<file path="config.mk">
export PLATFORM = sky130hd
export DESIGN_NAME = debounced_input_pio
export DESIGN_NICKNAME = d
export VERILOG_FILES = /design/src/rtl/debounced_input_pio.sv
export SDC_FILE = /design/constraint.sdc
export NUM_CORES = 1
export LEC_CHECK = 0
export CORE_AREA = 2 2 119 168
export DETAILED_ROUTE_END_ITERATION = 8
export DIE_AREA = 0 0 121 170
export SLEW_MARGIN = 15
export SYNTH_ARGS = -nofsm -noshare
export SYNTH_HDL_FRONTEND = slang
export SYNTH_SLANG_ARGS = --single-unit
</file>
<file path="constraint.sdc">
create_clock -name clk_clk -period 2.1 [get_ports clk_clk]
set_input_delay 0.42 -clock clk_clk [delete_from_list [all_inputs] [get_ports clk_clk]]
set_output_delay 0.42 -clock clk_clk [all_outputs]
set_load 0.03 [all_outputs]
</file>
<file path="src/rtl/debounced_input_pio.sv">
// debounced_input_pio
// Avalon-MM input peripheral for push-buttons and slide switches.
// Each raw pin is synchronised (2 flops), debounced by a per-channel
// stability counter, and edge-detected. Captured edges are sticky
// (write-1-to-clear) and drive a maskable level interrupt.
//
// CSR window (word addresses):
//   0 DATA     RO   debounced levels
//   1 IRQMASK  RW   per-bit interrupt enable
//   2 EDGECAP  W1C  sticky captured edges
//   3 EDGEMODE RW   [1:0] 00 rising, 01 falling, 10 both, 11 disabled
module debounced_input_pio #(
    parameter int WIDTH           = 4,
    parameter int DEBOUNCE_CYCLES = 50000,
    parameter bit IDLE_LEVEL      = 1'b0
) (
    input  logic             clk_clk,
    input  logic             reset_reset_n,
    input  logic [WIDTH-1:0] in_export,
    input  logic [1:0]       avs_address,
    input  logic             avs_read,
    input  logic             avs_write,
    input  logic [31:0]      avs_writedata,
    output logic [31:0]      avs_readdata,
    output logic             irq
);

    // Counter is wide enough to hold DEBOUNCE_CYCLES; it only ever reaches
    // DEBOUNCE_CYCLES-1 before being cleared, so it can never wrap.
    localparam int               CNT_W    = $clog2(DEBOUNCE_CYCLES + 1);
    localparam logic [CNT_W-1:0] CNT_LAST = CNT_W'(DEBOUNCE_CYCLES - 1);
    localparam logic [CNT_W-1:0] CNT_ONE  = CNT_W'(1);
    localparam logic [WIDTH-1:0] IDLE_VEC = {WIDTH{IDLE_LEVEL}};

    localparam logic [1:0] ADDR_DATA = 2'd0;
    localparam logic [1:0] ADDR_MASK = 2'd1;
    localparam logic [1:0] ADDR_ECAP = 2'd2;
    localparam logic [1:0] ADDR_MODE = 2'd3;

    localparam logic [1:0] MODE_RISE = 2'b00;
    localparam logic [1:0] MODE_FALL = 2'b01;
    localparam logic [1:0] MODE_BOTH = 2'b10;

    // Synchroniser
    logic [WIDTH-1:0] sync1_q;
    logic [WIDTH-1:0] sync2_q;

    // Debounce
    logic [CNT_W-1:0] cnt_q [WIDTH];
    logic [CNT_W-1:0] cnt_d [WIDTH];
    logic [WIDTH-1:0] stable_q;
    logic [WIDTH-1:0] stable_d;
    logic [WIDTH-1:0] stable_dly_q;

    // Edge detection
    logic [WIDTH-1:0] rise;
    logic [WIDTH-1:0] fall;
    logic [WIDTH-1:0] edge_hit;

    // CSRs
    logic [WIDTH-1:0] irqmask_q;
    logic [WIDTH-1:0] irqmask_d;
    logic [WIDTH-1:0] edgecap_q;
    logic [WIDTH-1:0] edgecap_d;
    logic [1:0]       edgemode_q;
    logic [1:0]       edgemode_d;
    logic [WIDTH-1:0] w1c_mask;
    logic [31:0]      rd_mux;
    logic [31:0]      readdata_q;
    logic [31:0]      readdata_d;

    // Upper write-data bits beyond the channel count are simply ignored.
    logic wdata_unused;
    assign wdata_unused = ^avs_writedata;

    // Two-flop synchroniser; both stages start at the idle level so the
    // debouncer sees no change coming out of reset.
    always_ff @(posedge clk_clk or negedge reset_reset_n) begin
        if (!reset_reset_n) begin
            sync1_q <= IDLE_VEC;
            sync2_q <= IDLE_VEC;
        end else begin
            sync1_q <= in_export;
            sync2_q <= sync1_q;
        end
    end

    // Per-channel debounce: count consecutive disagreeing cycles; accept the
    // new level when the run reaches DEBOUNCE_CYCLES, any agreement restarts.
    always_comb begin
        stable_d = stable_q;
        for (int i = 0; i < WIDTH; i++) begin
            cnt_d[i] = cnt_q[i];
            if (sync2_q[i] == stable_q[i]) begin
                cnt_d[i] = '0;
            end else if (cnt_q[i] == CNT_LAST) begin
                stable_d[i] = sync2_q[i];
                cnt_d[i]    = '0;
            end else begin
                cnt_d[i] = cnt_q[i] + CNT_ONE;
            end
        end
    end

    // Debounce state registers plus the one-cycle-delayed stable level used
    // for edge detection (reset to idle so reset never looks like an edge).
    always_ff @(posedge clk_clk or negedge reset_reset_n) begin
        if (!reset_reset_n) begin
            for (int i = 0; i < WIDTH; i++) begin
                cnt_q[i] <= '0;
            end
            stable_q     <= IDLE_VEC;
            stable_dly_q <= IDLE_VEC;
        end else begin
            for (int i = 0; i < WIDTH; i++) begin
                cnt_q[i] <= cnt_d[i];
            end
            stable_q     <= stable_d;
            stable_dly_q <= stable_q;
        end
    end

    assign rise = stable_q & ~stable_dly_q;
    assign fall = ~stable_q & stable_dly_q;

    // Select which debounced edges are captured according to EDGEMODE.
    always_comb begin
        edge_hit = '0;
        case (edgemode_q)
            MODE_RISE: edge_hit = rise;
            MODE_FALL: edge_hit = fall;
            MODE_BOTH: edge_hit = rise | fall;
            default:   edge_hit = '0;
        endcase
    end

    // CSR next-state: writes land on the sampling edge; a new edge wins over
    // a simultaneous write-1-to-clear of the same bit.
    always_comb begin
        irqmask_d  = irqmask_q;
        edgemode_d = edgemode_q;
        w1c_mask   = '0;
        if (avs_write) begin
            case (avs_address)
                ADDR_MASK: irqmask_d  = avs_writedata[WIDTH-1:0];
                ADDR_ECAP: w1c_mask   = avs_writedata[WIDTH-1:0];
                ADDR_MODE: edgemode_d = avs_writedata[1:0];
                default:   ;
            endcase
        end
        edgecap_d = (edgecap_q & ~w1c_mask) | edge_hit;
    end

    // Read mux over current register values, so a same-cycle write is not
    // yet visible to the read.
    always_comb begin
        rd_mux = '0;
        case (avs_address)
            ADDR_DATA: rd_mux[WIDTH-1:0] = stable_q;
            ADDR_MASK: rd_mux[WIDTH-1:0] = irqmask_q;
            ADDR_ECAP: rd_mux[WIDTH-1:0] = edgecap_q;
            default:   rd_mux[1:0]       = edgemode_q;
        endcase
        readdata_d = avs_read ? rd_mux : readdata_q;
    end

    // CSR and read-data registers; read data holds until the next read.
    always_ff @(posedge clk_clk or negedge reset_reset_n) begin
        if (!reset_reset_n) begin
            irqmask_q  <= '0;
            edgecap_q  <= '0;
            edgemode_q <= MODE_RISE;
            readdata_q <= '0;
        end else begin
            irqmask_q  <= irqmask_d;
            edgecap_q  <= edgecap_d;
            edgemode_q <= edgemode_d;
            readdata_q <= readdata_d;
        end
    end

    assign avs_readdata = readdata_q;
    assign irq          = |(edgecap_q & irqmask_q);

endmodule
</file>
==> results of run 1 <==
-- worst min-delay path by stage --
stage,slack [ps],depth (start not counted),end,from
2_1_floorplan,120,0,avs_readdata[0]$_DFFE_PN0P_,reset_reset_n
3_3_place_gp,330,0,sync2_q[3]$_DFF_PN0_,sync1_q[3]$_DFF_PN0_
3_5_place_dp,330,0,sync2_q[2]$_DFF_PN0_,sync1_q[2]$_DFF_PN0_
4_1_cts,140,2,cnt_q[44]$_DFF_PN0_,reset_reset_n
5_1_grt,160,2,cnt_q[44]$_DFF_PN0_,reset_reset_n
6_report,80,2,cnt_q[46]$_DFF_PN0_,reset_reset_n
-- registers in the layout (all words and copies together), names as in the netlist --
register / flops
edgemode_q: 2
edgecap_q: 4
cnt_q: 64
stable_dly_q: 4
irqmask_q: 4
avs_readdata: 4
stable_q: 4
sync2_q: 4
sync1_q: 4
-- routing by layer --
layer  track usage [%]  share of wire (%)  wire length [um]  vias up
li1                  -                  -                 -     1569
met1              10.2                 45              3700     1525
met2              15.8                 50              4180       62
met3              1.51                2.8               235        8
met4              4.25                2.1               174        0
met5                 0                  0                 0        -
-- logic make-up after synthesis --
logic type / count (synthesis) / share of synthesized area [%]
AO/OA/AOI/OAI: 24 / 4.03
XOR/XNOR: 59 / 11.0
adder cells (fa/ha/maj): 12 / 3.20
buffers and inverters: 59 / 7.33
flip-flops: 94 / 50.1
multiplexers: 14 / 3.68
other: 1 / 0.0799
AND/OR/NAND/NOR: 194 / 20.6
-- synthesized netlist by cell type (all sizes together) (2+ instances only) --
master	count	area, um^2
dfrtp	94	2350
nor2	78	293
xnor2	46	403
buf	32	243
inv	24	90.1
nand2	22	82.6
nand3	21	105
nand4	19	119
nor4	18	113
nor3	13	65.1
xor2	13	114
ha	12	150
o21ai	10	50.1
mux2	6	67.6
mux2i	6	60.1
a21oi	5	25.0
and3	4	25.0
nand3b	4	30.0
nor4bb	4	40.0
o221ai	4	35.0
and4	3	26.3
clkbuf	3	11.3
nor4b	3	32.5
a22oi	2	15.0
mux4	2	45.0
o41ai	2	55.1
-- per-stage QoR --
step	instances	instance area, um^2	worst slack, ps	power (uW)
2_1_floorplan	484	4790	448	2190
3_3_place_gp	724	5110	149	2280
3_5_place_dp	724	5110	117	2290
4_1_cts	740	5380	51.4	3820
5_1_grt	740	5390	179	3940
6_report	740	5390	331	3750
-- where the power goes --
group	internal [uW]	leakage, uW	switching [uW]
clock network	809	0.000129	698
registers	1870	0.00127	58.8
logic	112	0.000823	206
total	2790	0.00222	963
-- area by class of cell --
class | instances | share of cell area [%]
inverters | 24 | 1.67
repair buffers | 27 | 4.83
flip-flops and latches | 94 | 43.7
multi-input cells | 331 | 39.0
clock inverters | 6 | 0.859
well taps | 248 | 5.76
clock buffers | 10 | 4.25
-- timing repair --
item	in CTS	in global routing
buffers inserted	0	0
endpoints found under the setup margin	0	1
gates resized for setup	0	1
==> results.sh, run 1 <==
export IMPL_grt_pass1_wl_um=14800
export IMPL_multiInputGateArea_mm2=0.00210
export IMPL_crit_path_max_incr_delay_ps=670
export IMPL_maxSlewHeadroom_pct=65.3
export IMPL_worstReg2RegStart="cnt_q[28]$_DFF_PN0_"
export IMPL_num_vias=3164
export IMPL_synthFlopType="dfrtp_1"
export IMPL_grt_start_max_net_pins=95
export IMPL_clock_sinks=94
export IMPL_core_region_area_mm2=0.0190
export IMPL_outcome="finished, final reports clean"
export IMPL_skew_ps=8.79
export IMPL_die_area_mm2=0.0206
export IMPL_cts_root_buf="clkbuf_16"
export IMPL_grt_remaining_overflow=0
export IMPL_wl_per_cell_um=11.2
export IMPL_cts_buffer_depth=2
export IMPL_final_nets=541
export IMPL_path_clk_slew_ps=70
export IMPL_min_period_over_period_pct=84.3
export IMPL_rr_endpoint="stable_q[2]$_DFFE_PN0P_"
export IMPL_avgViaCountPerCell=4.28
export IMPL_syn_area_mm2=0.00469
export IMPL_finalSetupTns_ps=0
export IMPL_synth_cell_types=36
export IMPL_drtIter0Drc=126
export IMPL_drv_slew=0
export IMPL_postSynthAreaPerCell_um2=10.3
export IMPL_worstPathRequired_ps=1680
export IMPL_path_cells="clkdlybuf4s50_1"
export IMPL_grt_usage_pct=8.87
export IMPL_worstHoldPathType="in -> async"
export IMPL_start_util_pct=24.7
export IMPL_fmax_mhz=565
export IMPL_syn_to_final_growth_pct=14.8
export IMPL_drt_first_pass_iters=4
export IMPL_fin_util_pct=28.4
export IMPL_setup_violations_final=0
export IMPL_final_common_cell="dfrtp_1"
export IMPL_synth_async_reset_ratio_pct=100
export IMPL_first_global_vias=3209
export IMPL_dp_hpwl_um=5820
export IMPL_finalWirelength_um=8290
export IMPL_synth_edf_count=0
export IMPL_reg2regPathDepth=4
export IMPL_worstSetupPathType="reg -> out"
export IMPL_path_max_fanout=2
export IMPL_final_min_clock_period_ps=1770
export IMPL_port_buffers=18
export IMPL_ios=75
export IMPL_worst_ep_arrival_time_ps=1350
export IMPL_die_w_um=121
export IMPL_cts_tree="done"
export IMPL_antenna_found_initial=0
export IMPL_r2r_setup_slack_ps=350
export IMPL_drc_errors=0
export IMPL_slowest_stage="clkdlybuf4s50_1"
export IMPL_end_kind="output port"
export IMPL_critPathLaunch="avs_readdata[0]$_DFFE_PN0P_"
export IMPL_worst_hold_slack_ps=78.5
export IMPL_yosysWarnings=0
export IMPL_cts_buffers=9
export IMPL_rsz0062_at_grt="false"
export IMPL_maxCapViolations=0
export IMPL_path_buf_inv=1
export IMPL_antenna_cells=0
export IMPL_layout_drive_gt1_share_pct=7.52
export IMPL_antenna_left=0
export IMPL_syn_inst=457
export IMPL_die_h_um=170
export IMPL_regArea_mm2=0.00235
export IMPL_rows=60
export IMPL_power_density_mw_per_mm2=697
export IMPL_worstMarginPinSlew_ps=520
export IMPL_crit_family="buffers and inverters"
export IMPL_synth_seq_area_share_pct=50.1
export IMPL_worstSetupEndpoint="avs_readdata[0]"
export IMPL_fillers=1991
export IMPL_p_leak_uw=0.00222
export IMPL_postCtsHoldBufs=0
export IMPL_h_tree_depth=3
export IMPL_ir_worst_vdd_uv=291
export IMPL_ys_ff_latch=94
export IMPL_finalHoldViolCount=0
export IMPL_start_kind="flip-flop"
export IMPL_gp_congestion=0.805
export IMPL_crit_cells=1
export IMPL_final_cell_mix="dfrtp_1 (94), nor2_1 (78), xnor2_1 (46)"
export IMPL_clock_latency_ps=340
Power figures use the tool's default switching activity.
==> run 2: changes to the inputs <==
==> constraint.sdc (replaced) <==
create_clock -name clk_clk -period 1.8 [get_ports clk_clk]
set_input_delay 0.36 -clock clk_clk [delete_from_list [all_inputs] [get_ports clk_clk]]
set_output_delay 0.36 -clock clk_clk [all_outputs]
set_load 0.03 [all_outputs]
==> run 2 against run 1 <==
Non-clock buffer count increased by 15. First-iteration DRC count rose by 40%. Register-to-register slack got worse by 220 ps. Sequential share of layout area is 0.98 points lower. Via count up 1.7%. Critical endpoint is now avs_readdata[2]. Highest routed layer unchanged.
==> results.sh, run 2 (synthesis results as in run 1) <==
export IMPL_fmax_mhz=581
export IMPL_ios=75
export IMPL_h_tree_depth=3
export IMPL_final_nets=556
export IMPL_worstSetupPathType="reg -> out"
export IMPL_top_register="cnt_q"
export IMPL_outcome="finished, final reports clean"
export IMPL_core_region_area_mm2=0.0190
export IMPL_cts_setup_buffers=0
export IMPL_grt_remaining_overflow=0
export IMPL_drt_first_pass_iters=4
export IMPL_end_kind="output port"
export IMPL_die_w_um=121
export IMPL_finalWirelength_um=8590
export IMPL_dp_hpwl_um=6140
export IMPL_min_period_over_period_pct=95.6
export IMPL_finalSetupTns_ps=0
export IMPL_drc_errors=0
export IMPL_grt_pass1_wl_um=15200
export IMPL_gp_congestion=0.777
export IMPL_grt_start_max_net_pins=64
export IMPL_wl_per_cell_um=11.4
export IMPL_clock_sinks=94
export IMPL_setup_violations_final=0
export IMPL_cts_buffer_depth=2
export IMPL_layout_drive_gt1_share_pct=10.8
export IMPL_syn_to_final_growth_pct=17.4
export IMPL_cts_buffers=9
export IMPL_path_cells="clkdlybuf4s50_1"
export IMPL_antenna_left=0
export IMPL_cts_root_buf="clkbuf_16"
export IMPL_port_buffers=18
export IMPL_rows=60
export IMPL_drtIter0Drc=177
export IMPL_postCtsHoldBufs=0
export IMPL_final_min_clock_period_ps=1720
export IMPL_num_vias=3219
export IMPL_path_buf_inv=1
export IMPL_fin_ws_ps=79.3
export IMPL_path_max_fanout=2
export IMPL_die_h_um=170
export IMPL_cts_tree="done"
export IMPL_clock_latency_ps=330
export IMPL_rsz0062_at_grt="false"
export IMPL_finalHoldViolCount=0
export IMPL_crit_family="buffers and inverters"
export IMPL_antenna_found_initial=0
export IMPL_antenna_cells=0
export IMPL_drv_slew=0
export IMPL_grt_usage_pct=8.96
export IMPL_die_area_mm2=0.0206
export IMPL_p_leak_uw=0.00229
export IMPL_worstHoldPathType="in -> async"
export IMPL_path_clk_slew_ps=70
export IMPL_largest_register_ffs=64
export IMPL_worstPathRequired_ps=1440
export IMPL_avgViaCountPerCell=4.26
export IMPL_worst_ep_arrival_time_ps=1360
export IMPL_skew_ps=5.03
export IMPL_final_common_cell="dfrtp_1"
export IMPL_maxCapViolations=0
export IMPL_start_util_pct=24.7
export IMPL_power_density_mw_per_mm2=806
export IMPL_slowest_stage="clkdlybuf4s50_1"
export IMPL_post_place_ws_ps=-75.3
export IMPL_start_kind="flip-flop"
export IMPL_ir_worst_vdd_uv=434
export IMPL_final_cell_mix="dfrtp_1 (94), nor2_1 (78), xnor2_1 (46)"
export IMPL_crit_path_max_incr_delay_ps=680
export IMPL_first_global_vias=3289
-- run 2: layout make-up --
class	count	area, um^2
clock buffers	10	239
clock inverters	6	45.0
fillers	1972	13500
inverters	24	90.1
multi-input cells	331	2100
flip-flops and latches	94	2350
well taps	248	310
repair buffers	42	369
-- run 2: metrics by stage --
step / std cells / cell area (um^2) / hold slack [ps] / utilization, % / power (uW)
2_1_floorplan: 484 / 4790 / 64.4 / - / 2560
3_3_place_gp: 739 / 5220 / 335 / 27.5 / 2690
3_5_place_dp: 739 / 5220 / 335 / 27.5 / 2690
4_1_cts: 755 / 5500 / 24.1 / 29.0 / 4510
5_1_grt: 755 / 5510 / 21.6 / 29.0 / 4650
6_report: 755 / 5510 / 5.84 / 29.0 / 4440
-- run 2: what timing repair did --
item / 4_1_cts / 5_1_grt
pin swaps: 0 / 1
setup endpoints to repair: 1 / 16
gates resized for setup: 1 / 4
-- run 2: power by group --
group | switching [uW] | total, uW | internal, uW | leakage, uW
Combinational | 266 | 413 | 147 | 0.000884
Sequential | 51.1 | 2230 | 2180 | 0.00127
Clock | 813 | 1790 | 981 | 0.000132
-- run 2: final timing paths --
path / cells past startpoint / to / slack, ps / from
max in group asynchronous: 2 / cnt_q[8]$_DFF_PN0_ / 1460 / reset_reset_n
worst max-delay path: 1 / avs_readdata[2] / 80 / avs_readdata[2]$_DFFE_PN0P_
worst min-delay path: 2 / cnt_q[47]$_DFF_PN0_ / 6 / reset_reset_n
worst min register to register: 0 / sync2_q[3]$_DFF_PN0_ / 350 / sync1_q[3]$_DFF_PN0_
min in group clk_clk: 0 / sync2_q[3]$_DFF_PN0_ / 350 / sync1_q[3]$_DFF_PN0_
worst max register to register: 4 / stable_q[2]$_DFFE_PN0P_ / 130 / cnt_q[29]$_DFF_PN0_
-- run 2: per-layer routing --
layer,vias to the layer above,wire length [um],track usage (%)
li1,1597,-,-
met1,1555,3840,10.9
met2,60,4380,15.9
met3,7,238,1.27
met4,0,128,3.49
met5,-,0,0
==> run 3: changes to the inputs <==
--- a/config.mk
+++ b/config.mk
@@ -6,8 +6,10 @@
 export NUM_CORES = 1
 export LEC_CHECK = 0
 export CORE_AREA = 2 2 119 168
+export CTS_CLUSTER_DIAMETER = 120
 export DETAILED_ROUTE_END_ITERATION = 8
 export DIE_AREA = 0 0 121 170
+export SETUP_SLACK_MARGIN = 0.5
 export SLEW_MARGIN = 15
 export SYNTH_ARGS = -nofsm -noshare
 export SYNTH_HDL_FRONTEND = slang
==> run 3 against run 2 <==
First-iteration DRC count decreased by 0.56%. Combinational power is 19% higher. Flip-flop and latch count is the same. Die area stayed put. Clock skew increased by 10 ps. Fmax is 8.9% higher. Hold slack gained 340 ps. Clock-buffer cell count unchanged. Core utilization increased by 4.7 points. Non-clock buffer count grew 32.
==> results.sh, run 3 (synthesis results as in run 1) <==
export IMPL_worstSetupPathType="reg -> out"
export IMPL_slowest_stage="dfrtp_1"
export IMPL_first_global_vias=3438
export IMPL_h_tree_depth=3
export IMPL_start_kind="flip-flop"
export IMPL_die_h_um=170
export IMPL_fin_util_pct=33.7
export IMPL_p_int_uw=3510
export IMPL_antenna_cells=0
export IMPL_power_uw=4720
export IMPL_grtUsageMet3_pct=1.84
export IMPL_dp_hpwl_um=6250
export IMPL_die_w_um=121
export IMPL_clock_sinks=94
export IMPL_worstReg2RegStart="cnt_q[58]$_DFF_PN0_"
export IMPL_grt_busiest_layer="met2"
export IMPL_hold_path_end="sync2_q[2]$_DFF_PN0_"
export IMPL_ios=75
export IMPL_drtIter0Drc=176
export IMPL_grt_remaining_overflow=0
export IMPL_ir_worst_vdd_uv=397
export IMPL_reg2regPathDepth=4
export IMPL_finalHoldViolCount=0
export IMPL_final_min_clock_period_ps=1580
export IMPL_wl_per_cell_um=12.7
export IMPL_path_max_fanout=2
export IMPL_rows=60
export IMPL_cts_buffer_depth=2
export IMPL_drt_first_pass_iters=5
export IMPL_drc_errors=0
export IMPL_final_nets=590
export IMPL_finalWirelength_um=10000
export IMPL_skew_ps=15.2
export IMPL_p_clk_share_pct=42.0
export IMPL_final_cell_mix="dfrtp_1 (81), buf_4 (45), xnor2_1 (44)"
export IMPL_top_register="cnt_q"
export IMPL_cts_root_buf="clkbuf_16"
export IMPL_hold_depth=0
export IMPL_largest_register_ffs=64
export IMPL_path_buf_inv=1
export IMPL_p_leak_uw=0.00250
export IMPL_fmax_mhz=633
export IMPL_num_vias=3469
export IMPL_maxCapViolations=0
export IMPL_grt_start_max_net_pins=57
export IMPL_gr_usage_met2_pct=17.3
export IMPL_setup_violations_final=0
export IMPL_grt_usage_pct=9.92
export IMPL_p_switching_uw=1220
export IMPL_gp_congestion=0.767
export IMPL_final_common_cell="dfrtp_1"
export IMPL_path_cells="a22oi_2, nand2_2, buf_6"
export IMPL_pwr_share_comb_pct=10.4
export IMPL_grt_util_met1_pct=11.6
export IMPL_crit_path_max_incr_delay_ps=400
export IMPL_worstHoldPathType="reg -> reg"
export IMPL_seqPwrFrac_pct=47.6
export IMPL_drv_slew=0
export IMPL_avgViaCountPerCell=4.40
export IMPL_min_from="sync1_q[2]$_DFF_PN0_"
export IMPL_worst_ep_arrival_time_ps=1220
export IMPL_grt_pass1_wl_um=16400
export IMPL_rsz0062_at_grt="true"
export IMPL_path_clk_slew_ps=70
export IMPL_rr_endpoint="cnt_q[62]$_DFF_PN0_"
export IMPL_clock_latency_ps=350
export IMPL_layout_drive_gt1_share_pct=34.6
export IMPL_worstMarginPinSlew_ps=545
export IMPL_crit_family="flip-flops"
export IMPL_fillers=1825
export IMPL_end_kind="output port"
export IMPL_syn_to_final_growth_pct=36.3
export IMPL_antenna_left=0
export IMPL_start_util_pct=24.7
export IMPL_port_buffers=18
export IMPL_worstPathRequired_ps=1440
export IMPL_antenna_found_initial=0
export IMPL_cts_tree="done"
export IMPL_die_area_mm2=0.0206
export IMPL_maxSlewHeadroom_pct=63.7
export IMPL_outcome="finished, final reports clean"
export IMPL_min_period_over_period_pct=87.8
export IMPL_r2r_setup_slack_ps=240
export IMPL_power_density_mw_per_mm2=738
export IMPL_cts_buffers=9
export IMPL_netSwitchingFraction_pct=25.8
export IMPL_core_region_area_mm2=0.0190
run 3: timing repair:
item | in CTS | in global routing
cloned | 2 | 1
buffers inserted | 23 | 17
endpoints found under the hold margin | 14 | 0
gates resized for setup | 97 | 68
pin swaps | 41 | 20
setup endpoints to repair | 84 | 71
hold buffers | 1 | 0
run 3: final cells by class:
cell class                      count  area (um^2)  area share [%]
Clock buffer                       10          239            3.74
Tap cell                          248          310            4.85
Multi-Input combinational cell    333         2680            41.9
Inverter                           24         90.1            1.41
Timing Repair Buffer               74          633            9.90
Sequential cell                    94         2370            37.0
Clock inverter                      6         73.8            1.15
run 3: worst reg2reg max path, stage by stage (launching register included):
cell	delay, ps
dfrtp_1	400
or3_4	410
o41ai_4	380
buf_6	190
nor2_1	50
run 3: through the flow:
stage	cells	TNS (ps)	cell area, um^2	worst slack, ps	hold slack, ps
3_5_place_dp	729	-94.1	5200	-50.8	246
5_1_grt	789	0	6400	117	367
3_3_place_gp	729	-85.5	5200	-44.1	244
2_1_floorplan	484	0	4880	181	64.4
6_report	789	0	6400	220	347
4_1_cts	771	0	6000	215	349
run 3: power by group through the flow:
stage	clock network [uW]	logic [uW]	registers, uW
floorplan	0	278	2300
global placement	0	387	2290
detailed placement	0	393	2290
CTS	2040	459	2240
global route	2130	542	2260
finish	1980	493	2250
run 3: how the worst max path moves through the flow:
stage,slack (ps),end,startpoint,depth (start not counted)
6_report,220,irq,irqmask_q[1]$_DFFE_PN0P_,3
5_1_grt,120,stable_q[0]$_DFFE_PN0P_,cnt_q[52]$_DFF_PN0_,4
4_1_cts,220,irq,edgecap_q[1]$_DFF_PN0_,3
3_5_place_dp,-50,avs_readdata[1]$_DFFE_PN0P_,avs_address[1],3
3_3_place_gp,-40,avs_readdata[0]$_DFFE_PN0P_,avs_address[1],3
2_1_floorplan,180,cnt_q[62]$_DFF_PN0_,cnt_q[61]$_DFF_PN0_,5
run 3: layer usage:
layer / vias to the layer above / wire length (um)
met4: 0 / 234
met5: - / 0
met1: 1703 / 4210
met2: 73 / 5240
met3: 16 / 334
li1: 1677 / -
==> patch, RTL diff (flow settings as in run 2) <==
Change the parameter `IDLE_LEVEL` from 1'b0 to 1'b1.
--- a/src/rtl/debounced_input_pio.sv
+++ b/src/rtl/debounced_input_pio.sv
@@ -12,7 +12,7 @@
 module debounced_input_pio #(
     parameter int WIDTH           = 4,
     parameter int DEBOUNCE_CYCLES = 50000,
-    parameter bit IDLE_LEVEL      = 1'b0
+    parameter bit IDLE_LEVEL      = 1'b1
 ) (
     input  logic             clk_clk,
     input  logic             reset_reset_n,
Check against the original RTL: not equivalent (Yosys sat finds a counterexample within 4 cycles, from zero or initial values and one cycle with reset_reset_n low).
==> patch against run 2 <==
The flow now finishes with violations (hold timing). Total power increased by 1.7%. First-iteration DRC count fell by 30%. Core utilization grew 0.12 points. Count of clock-buffer cells in the layout is the same. Worst setup slack got worse by 0.023 ns. Final area up 0.41%. Area after synthesis rose by 0.43%. Routed wire length increased by 3.7%. Synthesized cell count stayed put. Sequential cell count stayed put. Largest power group unchanged.
==> patch: results (changes against run 2) <==
| Metric | Value |
|---|---|
| Max FO, Critical Path | 2 (unchanged) |
| Global-route wire length before repair | 15600 microns (+3.0%) |
| Violated checks | hold timing |
| Adder-Cell Fraction of Synth Area | 0.0319 (-0.000136) |
| Wire length per cell | 11.9 microns (+4.3%) |
| Critical path's largest stage delay | 0.70 ns (+0.02 ns) |
| Area contributors post-synth | dfrtp_1 41%, dfstp_2 8.9%, xnor2_1 8.5% |
| Mux cell area share after synthesis | 0.0366 (-0.000156) |
| CTS Buf Count | 9 (unchanged) |
| Vias in the first global route | 3250 (-1.2%) |
| Share of cells above drive strength 1 | 0.135 (+0.0267) |
| Post-synthesis compound-gate area fraction | 0.0401 (-0.000171) |
| Worst slew pin tran | a little over 0.5 ns |
| Asr flop ratio synth | 1.00 (unchanged) |
| Max Root-Sink Buffers | 2 (unchanged) |
| H-tree levels | 3 (unchanged) |
| Warnings from Yosys | 0 (unchanged) |
| R2R depth | 5 (+1) |
| Final nets | 552 (-0.72%) |
| Post-DP HPWL | 6460 microns (+5.1%) |
| Largest register FFs | 64 (unchanged) |
| Post-synthesis sequential area ratio | 0.503 (+0.00212) |
| I/O Buffers | 18 (unchanged) |
| Ant diodes | 0 (unchanged) |
| Synth unique cells | 37 (+2.8%) |
| Slowest-stage cell, CP | clkdlybuf4s50_1 |
| Gp weighted congestion | 0.806 (+3.8%) |
| R2r setup slk | 0.13 ns (about the same) |
| Commonest cells in the netlist | 78 x dfrtp_1, 78 x nor2_1, 46 x xnor2_1, 28 x buf_4, 24 x inv_1 |
| Worst-skew pair later-pin latency | 0.33 ns (about the same) |
| Clock root buffer | clkbuf_16 |
| GRT Util Overall | 0.0930 (+0.00333) |
| Worst hold margin | -0.00231 ns (-0.00815 ns) |
| Max VDD drop | 0.453 mV (+4.3%) |
| Vias per inst | 4.26 (about the same) |
| Initial antenna violation count | 0 (unchanged) |
| Final worst clock skew | 0.00757 ns (+0.00253 ns) |
| Status | finished with violations |
| Worst reg2reg path endpoint | cnt_q[54]$_DFF_PN0_ |
| Largest net degree at the start of global routing | 41 (-36%) |
| Hold Path Class | primary input to asynchronous set/reset pin |
| Delay-heaviest family, CP | buffers and inverters |
| Largest Register | cnt_q |
| Xor/xnor share of the synthesized area | 0.110 (-0.000468) |
| Static leakage | 2.26 nW (-1.1%) |
| Final Hold Fails | 2 (+2) |
| Initial DRC count | 124 (-30%) |
| Worst Path Arrival | 1.38 ns (+0.02 ns) |
| DR pass1 iterations | 4 (unchanged) |
| Reg2reg start | cnt_q[60]$_DFF_PN0_ |
| Primary FF master, synth | dfrtp_1 |
| Clk slew on worst S/H paths | 0.06 ns |
[patch: cell count changes after synthesis]
cell     delta
dfrtp_1    -16
dfstp_2    +16
[patch: where the power goes]
part,switching (mW),internal (mW)
clock,0.791,1.07
sequential,0.0703,2.19
combinational,0.251,0.141
total,1.11,3.40
[patch: timing repair]
action / CTS / global route
setup buffers: 0 / 0
resized for setup: 1 / 7
setup endpoints to repair: 1 / 16
[patch: logic make-up (layout without fill, tap and decap cells)]
logic type,after synthesis,after routing
other cells,1,28
xor+xnor,59,59
compound gates,24,24
mux,14,14
buf+inv,59,78
simple gates,194,194
flops,94,94
fa+ha+maj,12,12
[patch: cell type report]
| type | count | area [sq um] |
|---|---|---|
| clock buffers | 10 | 229 |
| clock inverters | 6 | 62.6 |
| fillers | 1945 | 13500 |
| inverters | 24 | 90.1 |
| multi-input cells | 331 | 2120 |
| flip-flops and latches | 94 | 2370 |
| well taps | 248 | 310 |
| repair buffers | 38 | 353 |
[patch: worst max-delay path by stage]
stage,startpoint,endpoint,slack (ns),depth (start not counted)
detailed placement,avs_address[1],avs_readdata[0]$_DFFE_PN0P_,-0.10,3
global route,cnt_q[29]$_DFF_PN0_,cnt_q[24]$_DFF_PN0_,0.002,5
CTS,avs_readdata[1]$_DFFE_PN0P_,avs_readdata[1],0.005,1
finish,avs_readdata[2]$_DFFE_PN0P_,avs_readdata[2],0.06,1
global placement,avs_address[1],avs_readdata[0]$_DFFE_PN0P_,-0.09,3
floorplan,cnt_q[58]$_DFF_PN0_,cnt_q[62]$_DFF_PN0_,0.15,4
[patch: stage by stage]
stage	instance area [sq um]	std cells	TNS (ns)	setup slack, ns	utilization
2_1_floorplan	4810	484	0	0.148	-
3_3_place_gp	5220	735	-0.178	-0.0938	0.275
3_5_place_dp	5220	735	-0.181	-0.102	0.275
4_1_cts	5510	751	0	0.00460	0.290
5_1_grt	5530	751	0	0.00158	0.291
6_report	5530	751	0	0.0560	0.291
[patch: layer usage]
| layer | vias to the layer above | share of wire | track usage |
|---|---|---|---|
| li1 | 1589 | - | - |
| met1 | 1552 | 0.43 | 0.113 |
| met2 | 55 | 0.53 | 0.162 |
| met3 | 7 | 0.024 | 0.0147 |
| met4 | 0 | 0.017 | 0.0389 |
| met5 | - | 0 | 0 |
